**src/rtl/lift_scheduler_pkg.sv**
```systemverilog
// rtl/lift_scheduler_pkg.sv - shared state encoding and default timing for the lift scheduler
package lift_scheduler_pkg;

  typedef enum logic [2:0] {
    ST_IDLE    = 3'd0,
    ST_MOVE_UP = 3'd1,
    ST_MOVE_DN = 3'd2,
    ST_ARRIVE  = 3'd3,
    ST_DOOR    = 3'd4
  } state_e;

  localparam int DEF_N_FLOORS      = 8;
  localparam int DEF_TRAVEL_CYCLES = 4;
  localparam int DEF_DOOR_CYCLES   = 6;

  function automatic int max_int(input int a, input int b);
    return (a > b) ? a : b;
  endfunction

endpackage

```
**src/rtl/lift_scheduler_floor_mask_cmp.sv**
```systemverilog
// rtl/lift_scheduler_floor_mask_cmp.sv - floor_mask_cmp: above/below/at-position request terms
// Masks are built by sweeping the one-hot position, so no adders or comparators are needed.
module floor_mask_cmp #(
  parameter int N_FLOORS = 8
) (
  input  logic [N_FLOORS-1:0] i_pos,
  input  logic [N_FLOORS-1:0] i_up_req,
  input  logic [N_FLOORS-1:0] i_dn_req,
  input  logic [N_FLOORS-1:0] i_flr_req,
  output logic                o_above,
  output logic                o_below,
  output logic                o_up_at,
  output logic                o_dn_at,
  output logic                o_flr_at
);

  logic [N_FLOORS-1:0] above_mask;
  logic [N_FLOORS-1:0] below_mask;
  logic [N_FLOORS-1:0] req;
  logic                seen_lo;
  logic                seen_hi;

  always_comb begin
    above_mask = '0;
    below_mask = '0;
    seen_lo    = 1'b0;
    seen_hi    = 1'b0;
    for (int i = 0; i < N_FLOORS; i++) begin
      above_mask[i] = seen_lo;
      seen_lo       = seen_lo | i_pos[i];
    end
    for (int i = N_FLOORS-1; i >= 0; i--) begin
      below_mask[i] = seen_hi;
      seen_hi       = seen_hi | i_pos[i];
    end
  end

  assign req      = i_up_req | i_dn_req | i_flr_req;
  assign o_above  = |(req & above_mask);
  assign o_below  = |(req & below_mask);
  assign o_up_at  = |(i_up_req & i_pos);
  assign o_dn_at  = |(i_dn_req & i_pos);
  assign o_flr_at = |(i_flr_req & i_pos);

endmodule

```
**src/rtl/lift_scheduler.sv**
```systemverilog
// rtl/lift_scheduler.sv - SCAN lift state machine with travel/door timers and request clear strobes
// Optional: LIFT_DOOR_REOPEN_EN lets a new stop request at the open floor extend the door time.
module lift_scheduler
  import lift_scheduler_pkg::*;
#(
  parameter int N_FLOORS      = DEF_N_FLOORS,
  parameter int TRAVEL_CYCLES = DEF_TRAVEL_CYCLES,
  parameter int DOOR_CYCLES   = DEF_DOOR_CYCLES
) (
  input  logic                clk,
  input  logic                reset,
  input  logic [N_FLOORS-1:0] i_up_req_queue,
  input  logic [N_FLOORS-1:0] i_dn_req_queue,
  input  logic [N_FLOORS-1:0] i_flr_req_queue,
  output logic [N_FLOORS-1:0] o_flr_pos,
  output logic                o_up_clr,
  output logic                o_dn_clr,
  output logic                o_flr_clr,
  output logic                o_dir_up,
  output logic                o_moving,
  output logic                o_door_open
);

  localparam int CW = $clog2(max_int(TRAVEL_CYCLES, DOOR_CYCLES) + 1);
  localparam logic [CW-1:0] TRAVEL_LOAD = CW'(TRAVEL_CYCLES - 1);
  localparam logic [CW-1:0] DOOR_LOAD   = CW'(DOOR_CYCLES - 1);

  state_e              state_q, state_d;
  logic [N_FLOORS-1:0] pos_q, pos_d;
  logic                dir_up_q, dir_up_d;
  logic [CW-1:0]       cnt_q, cnt_d;
  logic                up_clr_q, up_clr_d;
  logic                dn_clr_q, dn_clr_d;
  logic                flr_clr_q, flr_clr_d;

  logic above, below, up_at, dn_at, flr_at;
  logic stop, new_dir_up, go_door;
  logic [CW-1:0] cnt_dec;

`ifdef LIFT_DOOR_REOPEN_EN
  logic door_first_q, door_first_d;
`endif

  floor_mask_cmp #(.N_FLOORS(N_FLOORS)) u_floor_mask_cmp (
    .i_pos     (pos_q),
    .i_up_req  (i_up_req_queue),
    .i_dn_req  (i_dn_req_queue),
    .i_flr_req (i_flr_req_queue),
    .o_above   (above),
    .o_below   (below),
    .o_up_at   (up_at),
    .o_dn_at   (dn_at),
    .o_flr_at  (flr_at)
  );

  // A same-direction hall call stops the car; an opposite one only when nothing lies further ahead.
  assign stop       = flr_at | (dir_up_q ? (up_at | (dn_at & ~above))
                                         : (dn_at | (up_at & ~below)));
  assign new_dir_up = dir_up_q ? (above | up_at) : ~(below | dn_at);
  assign cnt_dec    = (cnt_q == '0) ? '0 : cnt_q - 1'b1;

  always_comb begin
    state_d   = state_q;
    pos_d     = pos_q;
    dir_up_d  = dir_up_q;
    cnt_d     = cnt_dec;
    up_clr_d  = 1'b0;
    dn_clr_d  = 1'b0;
    flr_clr_d = 1'b0;
    go_door   = 1'b0;
`ifdef LIFT_DOOR_REOPEN_EN
    door_first_d = 1'b0;
`endif

    case (state_q)
      ST_IDLE: begin
        if (stop) begin
          go_door = 1'b1;
        end else if (above & (dir_up_q | ~below)) begin
          dir_up_d = 1'b1;
          state_d  = ST_MOVE_UP;
          cnt_d    = TRAVEL_LOAD;
        end else if (below) begin
          dir_up_d = 1'b0;
          state_d  = ST_MOVE_DN;
          cnt_d    = TRAVEL_LOAD;
        end
      end
      ST_MOVE_UP: begin
        if (cnt_q == '0) begin
          pos_d   = pos_q << 1;
          state_d = ST_ARRIVE;
        end
      end
      ST_MOVE_DN: begin
        if (cnt_q == '0) begin
          pos_d   = pos_q >> 1;
          state_d = ST_ARRIVE;
        end
      end
      ST_ARRIVE: begin
        if (stop) begin
          go_door = 1'b1;
        end else if (dir_up_q ? above : below) begin
          state_d = dir_up_q ? ST_MOVE_UP : ST_MOVE_DN;
          cnt_d   = TRAVEL_LOAD;
        end else begin
          state_d = ST_IDLE;
        end
      end
      ST_DOOR: begin
`ifdef LIFT_DOOR_REOPEN_EN
        // The first door cycle is skipped: the bits just strobed are still visible then.
        if (!door_first_q && stop) begin
          go_door = 1'b1;
        end else if (cnt_q == '0) begin
          state_d = ST_IDLE;
        end
`else
        if (cnt_q == '0) begin
          state_d = ST_IDLE;
        end
`endif
      end
      default: state_d = ST_IDLE;
    endcase

    if (go_door) begin
      state_d   = ST_DOOR;
      cnt_d     = DOOR_LOAD;
      dir_up_d  = new_dir_up;
      flr_clr_d = flr_at;
      up_clr_d  = new_dir_up & up_at;
      dn_clr_d  = ~new_dir_up & dn_at;
`ifdef LIFT_DOOR_REOPEN_EN
      door_first_d = 1'b1;
`endif
    end
  end

  always_ff @(posedge clk) begin
    if (!reset) begin
      state_q   <= ST_IDLE;
      pos_q     <= {{(N_FLOORS-1){1'b0}}, 1'b1};
      dir_up_q  <= 1'b1;
      cnt_q     <= '0;
      up_clr_q  <= 1'b0;
      dn_clr_q  <= 1'b0;
      flr_clr_q <= 1'b0;
    end else begin
      state_q   <= state_d;
      pos_q     <= pos_d;
      dir_up_q  <= dir_up_d;
      cnt_q     <= cnt_d;
      up_clr_q  <= up_clr_d;
      dn_clr_q  <= dn_clr_d;
      flr_clr_q <= flr_clr_d;
    end
  end

`ifdef LIFT_DOOR_REOPEN_EN
  always_ff @(posedge clk) begin
    if (!reset) begin
      door_first_q <= 1'b0;
    end else begin
      door_first_q <= door_first_d;
    end
  end
`endif

  assign o_flr_pos   = pos_q;
  assign o_up_clr    = up_clr_q;
  assign o_dn_clr    = dn_clr_q;
  assign o_flr_clr   = flr_clr_q;
  assign o_dir_up    = dir_up_q;
  assign o_moving    = (state_q == ST_MOVE_UP) || (state_q == ST_MOVE_DN);
  assign o_door_open = (state_q == ST_DOOR);

endmodule

```
**config.mk**
```make
export PLATFORM = sky130hd
export DESIGN_NAME = lift_scheduler
export DESIGN_NICKNAME = d
export VERILOG_FILES = /design/src/rtl/lift_scheduler_pkg.sv /design/src/rtl/lift_scheduler_floor_mask_cmp.sv /design/src/rtl/lift_scheduler.sv
export SDC_FILE = /design/constraint.sdc
export NUM_CORES = 1
export LEC_CHECK = 0
export ABC_CLOCK_PERIOD_IN_PS = 2600
export CORE_UTILIZATION = 30
export CTS_CLUSTER_DIAMETER = 100
export DETAILED_ROUTE_END_ITERATION = 16
export GPL_TIMING_DRIVEN = 0
export PLACE_DENSITY = 0.65
export SYNTH_ARGS = -nofsm -noshare
export SYNTH_HDL_FRONTEND = slang
export SYNTH_HIERARCHICAL = 1
export SYNTH_SLANG_ARGS = --single-unit
```
**constraint.sdc**
```tcl
create_clock -name clk -period 2.6 [get_ports clk]
set_input_delay 0.65 -clock clk [delete_from_list [all_inputs] [get_ports clk]]
set_output_delay 0.65 -clock clk [all_outputs]
set_load 0.005 [all_outputs]
```
==> run metrics, run 1 <==
status complete, no violations; most common cell in the netlist dfxtp_1; P per Cell Area just under 1000 mW/mm2; CTS buffer count 3; clock sink count 18; Via Count 1435; max_cap viols 0; antenna violations before repair 0; Slew HR 59.05%; top cells by area, synth dfxtp_1 30%, a22oi_1 7.4%, nor3_1 6.2%, nor2_1 5.3%, mux2i_1 5.0%; Final Critical Period about 2.5 ns; yosys warns 6; DRC Markers 0; core area between 0.003 and 0.004 mm2; Inst Count DP about 240; GRT Util Overall between 10% and 20%; pin count of the biggest net entering global routing 12; drt wl/cell ~16 um; CP required around 2.7 ns; crit path capture type flop; Clk pin slew, worst setup/hold paths 0.07 ns; internal power 0.001134 W; share of post-route cells with drive strength above 1 approximately a quarter; vias in the first global route 1280; Pre-Repair DR Iteration Count 4; final worst-path cycle share a little over nine tenths; Die X 65.54 um; total grt overflow 0; Final Instance Count excl. Fillers roughly 260; Peak Freq between 300 and 400 MHz; Max VDD drop 0.3441 mV; post-route cell area roughly 0.0019 mm2; Netlist cell types between 40 and 50; Mapped Area approximately 0.0012 mm2; post-synthesis area per instance 7.764 um2; CP Max Fanout 5; Area after DPL about 0.0017 mm2; flops & latches, synth 18; CP arrival 2.68 ns; Reg area roughly 370 um2; Fillers 366; Die Area between 0.004 and 0.005 mm2; asr flop ratio synth 0%; post-detail-place hpwl between 2 and 3 mm; multi-input logic area 929.6 um2; clk root buf clkbuf_8; register area share after synthesis 29.75%; clock network fraction of design power around a tenth; Synth Flop Type dfxtp_1; Ports 40; syn nets ~180; type of the most critical hold path flop to flop; vias per cell 5.605; Nets 236; Leakage 0.7994 nW; Clock Skews 0.003607 ns; post-synth top area cell dfxtp_1; Initial Util approximately a third; CTS tree built; Tot Pwr 0.001905 W; Max Slew Vio Count 0; Antenna Nets Post-Route 0; sequential power share around a quarter; sw frac 40.49%; number of synthesized flops with an enable pin 0; 1st-iter DRT viols 97; Synth top area share between 20% and 30%; worst-case hold slack approximately 0.55 ns; H-tree levels 1; Max clock buf depth 2; first-pass GRT wire length just over 6 mm; final setup vio count 0; DRT Wirelength 3.984 mm; critical path class primary input to flop; RePlAce Congestion approximately 0.86; row count 22; Clock Latency Late Sink between 0.2 and 0.3 ns; Post-Synthesis Cells roughly 160; Comb pwr share 63.6%; Synth top cells by count 18 x dfxtp_1, 17 x nor2_1, 15 x nor3_1, 12 x a22oi_1, 11 x nand2_1; Startpoint Class primary input; Area growth syn-to-layout 60.74%; Die Span Y 65.54 um; final-report hold violation count 0; switching power 0.0007713 W; PortBufs 38; antenna cells 0; worst-margin pin slew 0.6131 ns
routing by layer:
metal	wire length, um	track usage, %	share of wire, %	up-vias
met5	0	0	0	-
met4	89	7.337	2.2	0
met3	248	3.472	6.2	9
met2	1754	27.32	44	57
met1	1892	25.87	47	667
li1	-	-	-	702
worst paths after layout:
kind	startpoint	endpoint	slack, ns	cells after the start
max	i_up_req_queue[2]	cnt_q[0]	0.06	9
min	cnt_q[2]	cnt_q[2]	0.55	2
max reg2reg	o_flr_pos[5]	cnt_q[0]	0.17	8
min reg2reg	cnt_q[2]	cnt_q[2]	0.55	2
critical path, cell delays in order:
cell             delay [ns]
clkdlybuf4s15_1        0.21
nor3_2                 0.07
and2_2                 0.19
o22a_1                 0.18
o2111ai_4              0.12
or4b_4                 0.50
o2111a_2               0.22
buf_6                  0.13
o41a_1                 0.40
sequential cells by signal, indices dropped and copies added, names as in the netlist:
signal     cells
state_q        3
o_dn_clr       1
o_flr_pos      8
o_up_clr       1
cnt_q          3
o_dir_up       1
o_flr_clr      1
power by group through the flow:
| stage | combinational, W | clock [W] | sequential [W] |
|---|---|---|---|
| finish | 0.00121 | 0.000196 | 0.000498 |
| floorplan | 0.000587 | 0 | 0.000446 |
| detailed placement | 0.000872 | 0 | 0.000476 |
| global route | 0.00132 | 0.000210 | 0.000512 |
| CTS | 0.00108 | 0.000197 | 0.000472 |
| global placement | 0.000871 | 0 | 0.000475 |
per-stage QoR:
step           worst slack (ns)  TNS [ns]  utilization [%]
2_1_floorplan           0.06427         0                -
3_3_place_gp            -0.5654    -4.815            43.80
3_5_place_dp            -0.5879    -5.012            43.80
4_1_cts                0.004477         0            47.84
5_1_grt                -0.01992  -0.01992            51.63
6_report                0.06187         0            51.63
final cells by class:
type                       instances  area share [%]
timing repair buffer              51           26.09
multi-input combinational        126           47.75
sequential                        18           18.77
clock buffer                       3           2.121
tap                               48           3.085
inverter                           5          0.9640
buffer                             5           1.221
cells in the final DEF (no fill, tap or decap), types with 3 or more instances in the layout:
cell and instances:
a211oi_1 7, a21oi_1 5, a22oi_1 9, a22oi_2 3, buf_2 4, buf_4 10, buf_6 3, clkbuf_2 3
clkbuf_8 3, clkdlybuf4s15_1 3, clkdlybuf4s50_1 14, dfxtp_1 14, dfxtp_2 4, dlygate4sd2_1 3, dlymetal6s2s_1 15, inv_1 4
mux2i_1 6, nand2_1 10, nand2b_1 3, nand3_1 3, nand4_1 3, nor2_1 17, nor3_1 9, nor3_2 5
o21ai_1 4
cells by family after synthesis:
group | count (synthesis) | synth area share [%]
buf+inv | 12 | 4.235
compound gates | 49 | 29.34
xor+xnor | 1 | 0.7233
simple gates | 70 | 30.99
mux | 6 | 4.959
flops | 18 | 29.75
repair_timing:
| action | in CTS | in global routing |
|---|---|---|
| setup buffers | 7 | 6 |
| gates resized for setup | 30 | 41 |
| pin swaps | 12 | 11 |
| hold buffers | 0 | 0 |
| endpoints found under the setup margin | 10 | 11 |
No activity file was read; power rests on OpenSTA's default activity.
==> inputs of run 2 (changes only) <==
- CORE_ASPECT_RATIO: default -> 0.6
==> run metrics, run 2 (same netlist as run 1, synthesis figures left out) <==
clk root buf clkbuf_8; final-report hold violation count 0 (unchanged); PortBufs 38 (unchanged); vias per cell 5.660 (+0.97%); Setup WS pre-CTS -0.5843 ns (+0.003643 ns); max reg flops 8 (unchanged); Antenna Nets Post-Route 0 (unchanged); Area after DPL 0.001650 mm2 (about the same); CTS buffer count 3 (unchanged); Die X 84.03 um (+28%); row count 17 (-23%); type of the most critical hold path flop to flop; clock sink count 18 (unchanged); worst-margin pin slew 0.6959 ns (+0.08289 ns); Clock Latency Late Sink 0.26 ns (about the same); H-tree levels 1 (unchanged); Clock Skews 0.004233 ns (+0.0006262 ns); failing checks design-rule violations; Hold Crit Depth 2 (unchanged); post-detail-place hpwl 2.827 mm (+8.4%); drt wl/cell 16.50 um (+6.0%); CP arrival 2.69 ns (about the same); Max clock buf depth 2 (unchanged); DRT Wirelength 4.125 mm (+3.5%); Reg2Reg Depth 7 (-1); multi-input logic area 920.9 um2 (-0.94%); Die Span Y 51.22 um (-22%); 1st-iter DRT viols 165 (+70%); RePlAce Congestion 0.8486 (-1.2%); P per Cell Area 1006 mW/mm2 (+2.8%); Via Count 1415 (-1.4%); antenna violations before repair 0 (unchanged); CTS tree built; DRC Markers 12 (+12); CP required 2.75 ns (about the same); vias in the first global route 1274 (-0.47%); antenna cells 0 (unchanged); Cell Chain, Critical Path clkdlybuf4s50_1 -> nor3_1 -> o22a_1 -> o2111ai_4 -> or4b_4 -> o2111a_2 -> o41a_1; Initial Util 32.17% (+0.053 points); pin count of the biggest net entering global routing 12 (unchanged); post-route cell area 0.001887 mm2 (-3.1%); final worst slack 0.05957 ns (-0.002309 ns); first-pass GRT wire length 6.451 mm (+4.1%); total grt overflow 0 (unchanged); flop-to-flop setup slack 0.13 ns (-0.04 ns); Area growth syn-to-layout 55.79%; Nets 230 (-2.5%); Reg area 361.6 um2 (-1.0%); most frequent cells in the layout 17 x nor2_1, 17 x dfxtp_1, 16 x clkdlybuf4s50_1; Leakage 0.7370 nW (-7.8%); crit-path max cell delay 0.49 ns (about the same); CP Max Fanout 6 (+1); Peak Freq 393.6 MHz (about the same); crit path capture type flop; Startpoint Class primary input; Clk pin slew, worst setup/hold paths 0.07 ns (about the same); Final Critical Period 2.540 ns (+0.002309 ns); Pre-Repair DR Iteration Count 11 (+7); share of post-route cells with drive strength above 1 21.18% (-4.8 points); final worst-path cycle share 97.71% (about the same); Slew HR 53.49% (-5.6 points); GRT Util Overall 19.25% (+0.84 points); status finished, violations left; Max VDD drop 0.4538 mV (+32%); Ports 40 (unchanged); max_cap viols 0 (unchanged); Hold-fix buffers, CTS 0 (unchanged); core area 0.003765 mm2 (-0.17%); Fillers 366 (unchanged); critical path class primary input to flop; Die Area 0.004304 mm2 (+0.19%); final setup vio count 0 (unchanged); Crit-path slowest cell clkdlybuf4s50_1; Max Slew Vio Count 0 (unchanged)
[run 2: timing repair]
item	CTS	global route
hold endpoints to repair	0	0
resized for setup	31	29
setup endpoints to repair	10	10
pin swaps	11	15
setup buffers	6	1
[run 2: cell type report]
cell class	count	share of cell area, %
Sequential cell	18	19.16
Clock buffer	4	2.918
Tap cell	47	3.117
Inverter	5	0.9947
Timing Repair Buffer	45	23.74
Multi-Input combinational cell	126	48.81
Buffer	5	1.260
[run 2: where the power goes]
group          total (W)  switching (W)  internal [W]
Clock           0.000239       0.000104      0.000135
Sequential      0.000504       0.000148      0.000356
Combinational    0.00115       0.000525      0.000629
[run 2: final timing paths]
path,to,start
setup / recovery,cnt_q[0],i_up_req_queue[0]
setup reg to reg,cnt_q[0],o_flr_pos[6]
hold / removal,cnt_q[2],cnt_q[2]
hold reg to reg,cnt_q[2],cnt_q[2]
[run 2: worst max-delay path, delay by kind of cell]
kind | cells | cell delay, ns
buf+inv | 1 | 0.49
simple gates | 2 | 0.56
compound gates | 4 | 0.97
[run 2: per-layer routing]
layer | share of wire, % | vias to the layer above | track usage (%)
met5 | 0 | - | 0
met4 | 0.80 | 0 | 6.034
met3 | 9.4 | 5 | 5.654
met2 | 37 | 63 | 25.14
li1 | - | 691 | -
met1 | 52 | 656 | 29.20
[run 2: metrics by stage]
| step | setup TNS [ns] | hold slack, ns | std cells | utilization, % | total power, W |
|---|---|---|---|---|---|
| after floorplan | 0 | 0.4527 | 156 | - | 0.001033 |
| after global placement | -4.877 | 0.4845 | 241 | 43.84 | 0.001346 |
| after detailed placement | -5.047 | 0.4900 | 241 | 43.84 | 0.001335 |
| after CTS | 0 | 0.5189 | 249 | 47.69 | 0.001802 |
| after global routing | -0.003277 | 0.5762 | 250 | 50.12 | 0.002042 |
| final | 0 | 0.5291 | 250 | 50.12 | 0.001898 |
==> inputs of run 3 (changes only) <==
- CORE_MARGIN: default -> 2
==> run metrics, run 3 (same netlist as run 1, synthesis figures left out) <==
status complete, no violations; GRT Util Overall 18.27% (-0.98 points); crit-path leading delay family compound AO/OA/AOI/OAI gates; final worst slack 0.01960 ns (-0.03996 ns); Worst Setup EP cnt_q[0]; P per Cell Area 989.0 mW/mm2 (-1.7%); Initial Util 32.17% (unchanged); post-route cell area 0.001912 mm2 (+1.3%); switching power 0.0007724 W (-0.69%); Max clock buf depth 2 (unchanged); Pre-Repair DR Iteration Count 4 (-7); Clk pin slew, worst setup/hold paths 0.07 ns (about the same); final-report hold violation count 0 (unchanged); Ports 40 (unchanged); Reg2Reg Depth 7 (unchanged); drt wl/cell 16.70 um (+1.2%); Max Slew Vio Count 0 (unchanged); vias in the first global route 1257 (-1.3%); Fillers 349 (-4.6%); post-detail-place hpwl 2.905 mm (+2.8%); H-tree levels 1 (unchanged); Hold Crit Depth 2 (unchanged); pin count of the biggest net entering global routing 12 (unchanged); DRT Wirelength 4.224 mm (+2.4%); internal power 0.001118 W (-0.17%); Clock Latency Late Sink 0.26 ns (about the same); crit path capture type flop; final setup vio count 0 (unchanged); clock sink count 18 (unchanged); most frequent cells in the layout 18 x dfxtp_1, 17 x nor2_1, 17 x clkdlybuf4s50_1; clk root buf clkbuf_8; Via Count 1435 (+1.4%); Hold-fix buffers, CTS 0 (unchanged); CP arrival 2.73 ns (+0.04 ns); CP required 2.75 ns (about the same); flop-to-flop setup slack 0.10 ns (-0.03 ns); sequential power share 25.6% (-1.0 points); GR Util met1 28.09% (-1.1 points); max_cap viols 0 (unchanged); RePlAce Congestion 0.8520 (+0.40%); Cell Chain, Critical Path clkdlybuf4s50_1 -> a22oi_2 -> nand4_1 -> or4b_4 -> o2111a_2 -> o41a_1; Clock Skews 0.002686 ns (-0.001547 ns); WP buf/inv 1 (unchanged); Leakage 0.7553 nW (+2.5%); first-pass GRT wire length 6.451 mm (unchanged); Crit-path slowest cell or4b_4; Startpoint Class primary input; antenna cells 0 (unchanged); most common cell after layout, fill and taps aside dfxtp_1; type of the most critical hold path flop to flop; Area after DPL 0.001650 mm2 (unchanged); core area 0.003765 mm2 (unchanged); CTS buffer count 3 (unchanged); CP Max Fanout 6 (unchanged); CP Launch Point i_dn_req_queue[3]; Die X 86.03 um (+2.4%); final worst-path cycle share 99.25% (+1.5 points); share of post-route cells with drive strength above 1 21.84% (+0.66 points); Slew HR 57.25% (+3.8 points); CP Depth 6 (-1); CTS tree built; max reg flops 8 (unchanged); PortBufs 38 (unchanged); M2 GR Usage 24.42% (-0.72 points); worst-case hold slack 0.5192 ns (-0.009882 ns); row count 17 (unchanged); 1st-iter DRT viols 98 (-41%); Final Util 50.78% (+0.66 points); Setup WS pre-CTS -0.5344 ns (+0.04991 ns); Tot Pwr 0.001891 W (-0.38%); Area growth syn-to-layout 57.85%; crit-path max cell delay 0.58 ns (+0.09 ns); Peak Freq 387.5 MHz (-1.5%); origin of the critical flop-to-flop path o_flr_pos[5]; vias per cell 5.672 (+0.21%); total grt overflow 0 (unchanged); M3 GR Usage 5.460% (-0.19 points); clock network fraction of design power 12.5% (about the same); Antenna Nets Post-Route 0 (unchanged); antenna violations before repair 0 (unchanged); RR Endpoint cnt_q[0]; critical path class primary input to flop; Max VDD drop 0.5144 mV (+13%); Comb pwr share 61.9% (+1.1 points); DRC Markers 0 (-12); Nets 233 (+1.3%); sw frac 40.85% (-0.13 points); Die Area 0.004578 mm2 (+6.4%); GR peak layer met1; Die Span Y 53.22 um (+3.9%); worst-margin pin slew 0.6396 ns (-0.05633 ns); Final Critical Period 2.580 ns (+0.03996 ns)
[run 3: changes by cell type in the layout (fill, tap and decap cells not counted), sizes merged]
cell           previous run  this run
clkdlybuf4s50            16        17
dlymetal6s2s             10        11
buf                      11        13
clkdlybuf4s15             1         0
[run 3: metal layers]
metal	routed length [um]	vias up
met1	2283	672
met5	0	-
met2	1601	59
li1	-	697
met4	35	0
met3	304	7
[run 3: stage by stage]
| step | cells | TNS (ns) |
|---|---|---|
| global placement | 241 | -4.660 |
| finish | 253 | 0 |
| global route | 253 | -0.02655 |
| CTS | 251 | 0 |
| detailed placement | 241 | -4.833 |
| floorplan | 156 | 0 |
[run 3: worst min-delay path by stage]
stage,end,start,slack (ns)
3_5_place_dp,cnt_q[2],cnt_q[2],0.49
3_3_place_gp,cnt_q[2],cnt_q[2],0.49
2_1_floorplan,cnt_q[2],cnt_q[2],0.45
6_report,cnt_q[2],cnt_q[2],0.52
5_1_grt,cnt_q[2],cnt_q[2],0.54
4_1_cts,cnt_q[2],cnt_q[2],0.52
[run 3: cell type report]
type,instances,area [um2],share of cell area (%)
timing repair buffer,47,462.9,24.21
clock buffer,4,55.05,2.880
tap,47,58.81,3.076
multi-input combinational,126,927.1,48.49
buffer,6,28.78,1.505
inverter,5,18.77,0.9817
sequential,18,360.3,18.85
[run 3: what timing repair did]
item / in CTS / in global routing
setup buffers: 7 / 2
pin swaps: 11 / 13
gates resized for setup: 27 / 27
endpoints found under the setup margin: 10 / 9
[run 3: worst reg2reg max path, cell delays in order, from the launching register on]
cell and delay [ns]:
dfxtp_1 0.60, or4_4 0.24, nor4_2 0.04, o22a_1 0.26, o2111ai_4 0.12, or4b_4 0.49, o2111a_2 0.23, o41a_1 0.42
[run 3: power groups by stage]
stage	combinational, W	sequential, W	clock (W)
6_report	0.00117	0.000484	0.000237
3_5_place_dp	0.000863	0.000480	0
5_1_grt	0.00126	0.000500	0.000258
4_1_cts	0.00110	0.000475	0.000240
3_3_place_gp	0.000867	0.000478	0
2_1_floorplan	0.000587	0.000446	0
